`config.mk`:
```
export PLATFORM = sky130hd
export DESIGN_NAME = parity_step_counter
export DESIGN_NICKNAME = d
export VERILOG_FILES = /design/src/rtl/parity_step_counter_pkg.sv /design/src/rtl/parity_step_counter_mod_index_counter.sv /design/src/rtl/parity_step_counter.sv
export SDC_FILE = /design/constraint.sdc
export NUM_CORES = 1
export LEC_CHECK = 0
export ABC_AREA = 1
export BUFFER_PORTS_ARGS = -buffer_cell sky130_fd_sc_hd__buf_2
export CORE_AREA = 2 2 39 41
export DETAILED_ROUTE_END_ITERATION = 10
export DIE_AREA = 0 0 41 43
export SLEW_MARGIN = 10
export SYNTH_ARGS = -nofsm -noshare
export SYNTH_HDL_FRONTEND = slang
export SYNTH_SLANG_ARGS = --single-unit
```
`constraint.sdc`:
```
create_clock -name clk -period 1.45 [get_ports clk]
set_input_delay 0.2175 -clock clk [delete_from_list [all_inputs] [get_ports clk]]
set_output_delay 0.2175 -clock clk [all_outputs]
set_load 0.005 [all_outputs]
```
`src/rtl/parity_step_counter_pkg.sv`:
```
// Shared constants for the even/odd sequence counter.
// Direction and parity encodings used by top, index counter and users.
package parity_step_counter_pkg;
  localparam logic DIR_UP   = 1'b1;
  localparam logic DIR_DOWN = 1'b0;
  localparam logic PAR_EVEN = 1'b0;
  localparam logic PAR_ODD  = 1'b1;
endpackage

```
`src/rtl/parity_step_counter_mod_index_counter.sv`:
```
// Modulo-LIMIT up/down index counter with clamped load.
// Produces a registered pulse when the index wraps either way.
module mod_index_counter
  import parity_step_counter_pkg::*;
#(
  parameter int CW    = 3,
  parameter int LIMIT = 8
) (
  input  logic          i_clk,
  input  logic          i_rst,
  input  logic          i_en,
  input  logic          i_dir,
  input  logic          i_load,
  input  logic [CW-1:0] i_load_val,
  output logic [CW-1:0] o_k,
  output logic          o_wrap
);
  localparam logic [CW-1:0] KMAX = CW'(LIMIT - 1);

  logic [CW-1:0] r_k;
  logic          r_wrap;
  logic [CW-1:0] w_clamp;
  logic          w_at_max;
  logic          w_at_min;

  assign w_clamp  = (i_load_val > KMAX) ? KMAX : i_load_val;
  assign w_at_max = (r_k == KMAX);
  assign w_at_min = (r_k == '0);

  // Explicit compares keep non-power-of-2 moduli correct.
  always_ff @(posedge i_clk) begin
    if (i_rst) begin
      r_k    <= '0;
      r_wrap <= 1'b0;
    end else if (i_load) begin
      r_k    <= w_clamp;
      r_wrap <= 1'b0;
    end else if (i_en) begin
      if (i_dir == DIR_UP) begin
        r_k    <= w_at_max ? '0 : r_k + CW'(1);
        r_wrap <= w_at_max;
      end else begin
        r_k    <= w_at_min ? KMAX : r_k - CW'(1);
        r_wrap <= w_at_min;
      end
    end else begin
      r_wrap <= 1'b0;
    end
  end

  assign o_k    = r_k;
  assign o_wrap = r_wrap;
endmodule

```
`src/rtl/parity_step_counter.sv`:
```
// Even/odd sequence counter: out = {k, parity}.
// Registered wrap pulse and one-cycle-late compare hit.
module parity_step_counter
  import parity_step_counter_pkg::*;
#(
  parameter int WIDTH = 4,
  parameter int LIMIT = 8
) (
  input  logic             clk,
  input  logic             rst,
  input  logic             en,
  input  logic             dir,
  input  logic             odd,
  input  logic             load,
  input  logic [WIDTH-2:0] load_val,
  input  logic [WIDTH-1:0] cmp_val,
  output logic [WIDTH-1:0] out,
  output logic             wrap,
  output logic             hit
);
  if (WIDTH < 2 || LIMIT < 2 ||
      64'(LIMIT) > (64'd1 << (WIDTH - 1))) begin : g_bad_params
    $error("parity_step_counter: illegal WIDTH/LIMIT");
  end

  logic [WIDTH-2:0] w_k;
  logic             w_wrap;
  logic             r_par;
  logic             r_hit;

  mod_index_counter #(
    .CW    (WIDTH - 1),
    .LIMIT (LIMIT)
  ) u_idx (
    .i_clk      (clk),
    .i_rst      (rst),
    .i_en       (en),
    .i_dir      (dir),
    .i_load     (load),
    .i_load_val (load_val),
    .o_k        (w_k),
    .o_wrap     (w_wrap)
  );

  // Parity only moves on edges that also move the index.
  always_ff @(posedge clk) begin
    if (rst) begin
      r_par <= PAR_EVEN;
      r_hit <= 1'b0;
    end else begin
      if (load || en) r_par <= odd;
      r_hit <= (out == cmp_val);
    end
  end

  assign out  = {w_k, r_par};
  assign wrap = w_wrap;
  assign hit  = r_hit;
endmodule
```
==> impl_results.md <==
* Clk buf depth at 2
* Clock latency on the worst-skew pair at approximately 0.25 ns
* Skew final at approximately 0.0013 ns
* Leakage power at between 0.2 and 0.3 nW
* # diodes at 0
* Critical path class: register to register
* Pwr dens at between 800 and 900 nW/um2
* Slew margin rel. at a little over four fifths
* Mapped cell area at approximately 400 um2
* Max Clock Freq at about 0.8 GHz
* GP Congestion at 0.831
* Syn avg cell area at about 6.4 um2
* GRT Util Overall at approximately 12%
* Hold/Removal Path Class: input pin to register
* Tcrit/Tclk final at between 80 and 90%
* Detailed Routing Iterations Pass 1 at 3
* Crit Path Max Fanout at 5
* Power Total at around 0.45 mW
* Final Setup Violations at 0
* RSZ-0062 raised after global routing: false
* Sequential-to-total area share from yosys stat at 30.0%
* Slew Limit Fails at 0
* Critical Path AT at 1.45 ns
* Vias at approximately 430
* Worst Tran Pin Value at roughly 0.23 ns
* Largest net degree at the start of global routing at 7
* Post-Syn Instances at between 60 and 70
* Yosys cell types at 13
* Die H at 43 um
* Initial core utilization at 28.9%
* Clock tree root driver cell: clkbuf_4
* Area growth syn-to-layout at 31.3%
* Crit path required time at 1.63 ns
* DRC at 0
* Ports at 19
* Syn_nets at 80
* Initial antenna violation count at 0
* Grt total ovfl at 0
* Startpoint class of the critical path: register
* Hold buffers post-CTS at 0
* Setup TNS Final at 0 ns
* Total wire length at roughly 900 um
* Vias/cell at ~4.3
* IO Port Bufs at 18
* DRT antenna net count at 0
* Clock Sinks at 6
* Final net count at roughly 100
* # rows at 14
* Worst Setup End Kind: register
* Clock transition at path regs at around 0.050 ns
* Final hold violations at 0
* Share of cells above drive strength 1 at about a quarter
* Status: completed
* CTS tree: yes
* Iteration-0 DRC Markers at 8
* Die area at approximately 1800 um2
* Setup bufs post-CTS at 0
* Global-route wire length before repair at 1.44 mm
* Drt wl/cell at about 8.9 um
* Fin crit period at 1.27 ns
* CTS Buf Count at 3
* Cts repair resizes at 0
* Yosys reg bits at 6
* CTS H-Tree Depth at 1
* Number of global-route vias before repair at 380
* Die extent in x at between 40 and 50 um
* Warnings from Yosys at 0
* Core area at approximately 1400 um2
* Number of max-cap violations at 0
* Final HPWL DP at 744 um
* Worst VDD drop at around 0.31 mV
-- power breakdown --
group	internal, mW	switching (mW)	leakage, nW	total, mW
clock	0.0941	0.0673	0.0138	0.161
sequential	0.176	0.0110	0.0494	0.187
combinational	0.0477	0.0529	0.234	0.101
total	0.318	0.131	0.298	0.449
-- path summary, 6_finish.rpt --
kind,slack [ns],from,cells past startpoint,endpoint
setup / recovery,0.18,u_idx.o_k[0],6,u_idx.o_k[2]
hold / removal,0.18,rst,2,u_idx.o_k[1]
setup reg to reg,0.18,u_idx.o_k[0],6,u_idx.o_k[2]
hold reg to reg,0.52,r_par,2,r_par
-- cells in the final DEF, fill, tap and decap left out, types with 3 or more instances in the layout --
cell	netlist	layout
nor2_1	6	6
ha_1	4	4
buf_2	0	18
a21oi_1	6	6
nand2_1	19	19
dfxtp_1	6	6
inv_1	11	11
clkbuf_4	0	3
-- final cells by class --
type                            count  area (um2)
Fill cell                         159         858
Clock buffer                        3        22.5
Multi-Input combinational cell     43         224
Sequential cell                     6         120
Tap cell                           16        20.0
Timing Repair Buffer               18        90.1
Inverter                           13        48.8
-- critical path: stages, from the launching register on --
cell and delay, ns:
dfxtp_1 0.39, inv_1 0.08, ha_1 0.20, ha_1 0.26, nand2_1 0.06, nand3_1 0.06
a21oi_1 0.14
-- cell usage after synthesis --
| cell type | count | area share [%] |
|---|---|---|
| a21oi_1 | 6 | 7.5 |
| buf_4 | 1 | 1.9 |
| clkinv_1 | 2 | 1.9 |
| dfxtp_1 | 6 | 30 |
| ha_1 | 4 | 13 |
| inv_1 | 11 | 10 |
| nand2_1 | 19 | 18 |
| nand3_1 | 2 | 2.5 |
| nand4_1 | 1 | 1.6 |
| nor2_1 | 6 | 5.6 |
| nor2_2 | 1 | 1.6 |
| o21ai_1 | 2 | 2.5 |
| xnor2_1 | 2 | 4.4 |
-- per-stage QoR --
step | util (%) | hold slack (ns) | instances | setup WS (ns) | area, um2
after floorplan | - | 0.287 | 63 | 0.226 | 400
after global placement | 36.3 | 0.447 | 96 | 0.203 | 503
after detailed placement | 36.3 | 0.443 | 96 | 0.182 | 503
after CTS | 38.0 | 0.181 | 99 | 0.171 | 526
after global routing | 38.0 | 0.191 | 99 | 0.0566 | 526
final | 38.0 | 0.179 | 99 | 0.183 | 526
-- flip-flops by register name, indices dropped and copies added, names as in the netlist --
register and flops:
r_par 1, u_idx.o_wrap 1, u_idx.o_k 3, hit 1
-- per-layer routing --
| layer | part of all wire [%] | up-vias | global-route usage, % |
|---|---|---|---|
| met2 | 50 | 10 | 18.8 |
| met3 | 4.1 | 2 | 1.57 |
| met4 | 2.2 | 0 | 10.0 |
| met5 | 0 | - | 0 |
| met1 | 43 | 184 | 13.8 |
| li1 | - | 232 | - |
-- cells by family (layout without fill, tap and decap cells) --
group	count (synthesis)	in the layout	share of synthesized area [%]
flip-flops	6	6	30.0
adder cells (fa/ha/maj)	4	4	12.5
AO/OA/AOI/OAI	8	8	10.0
XOR/XNOR	2	2	4.38
buffers and inverters	14	34	14.1
AND/OR/NAND/NOR	29	29	29.1
Note: power is estimated with default switching activity, not from simulation.
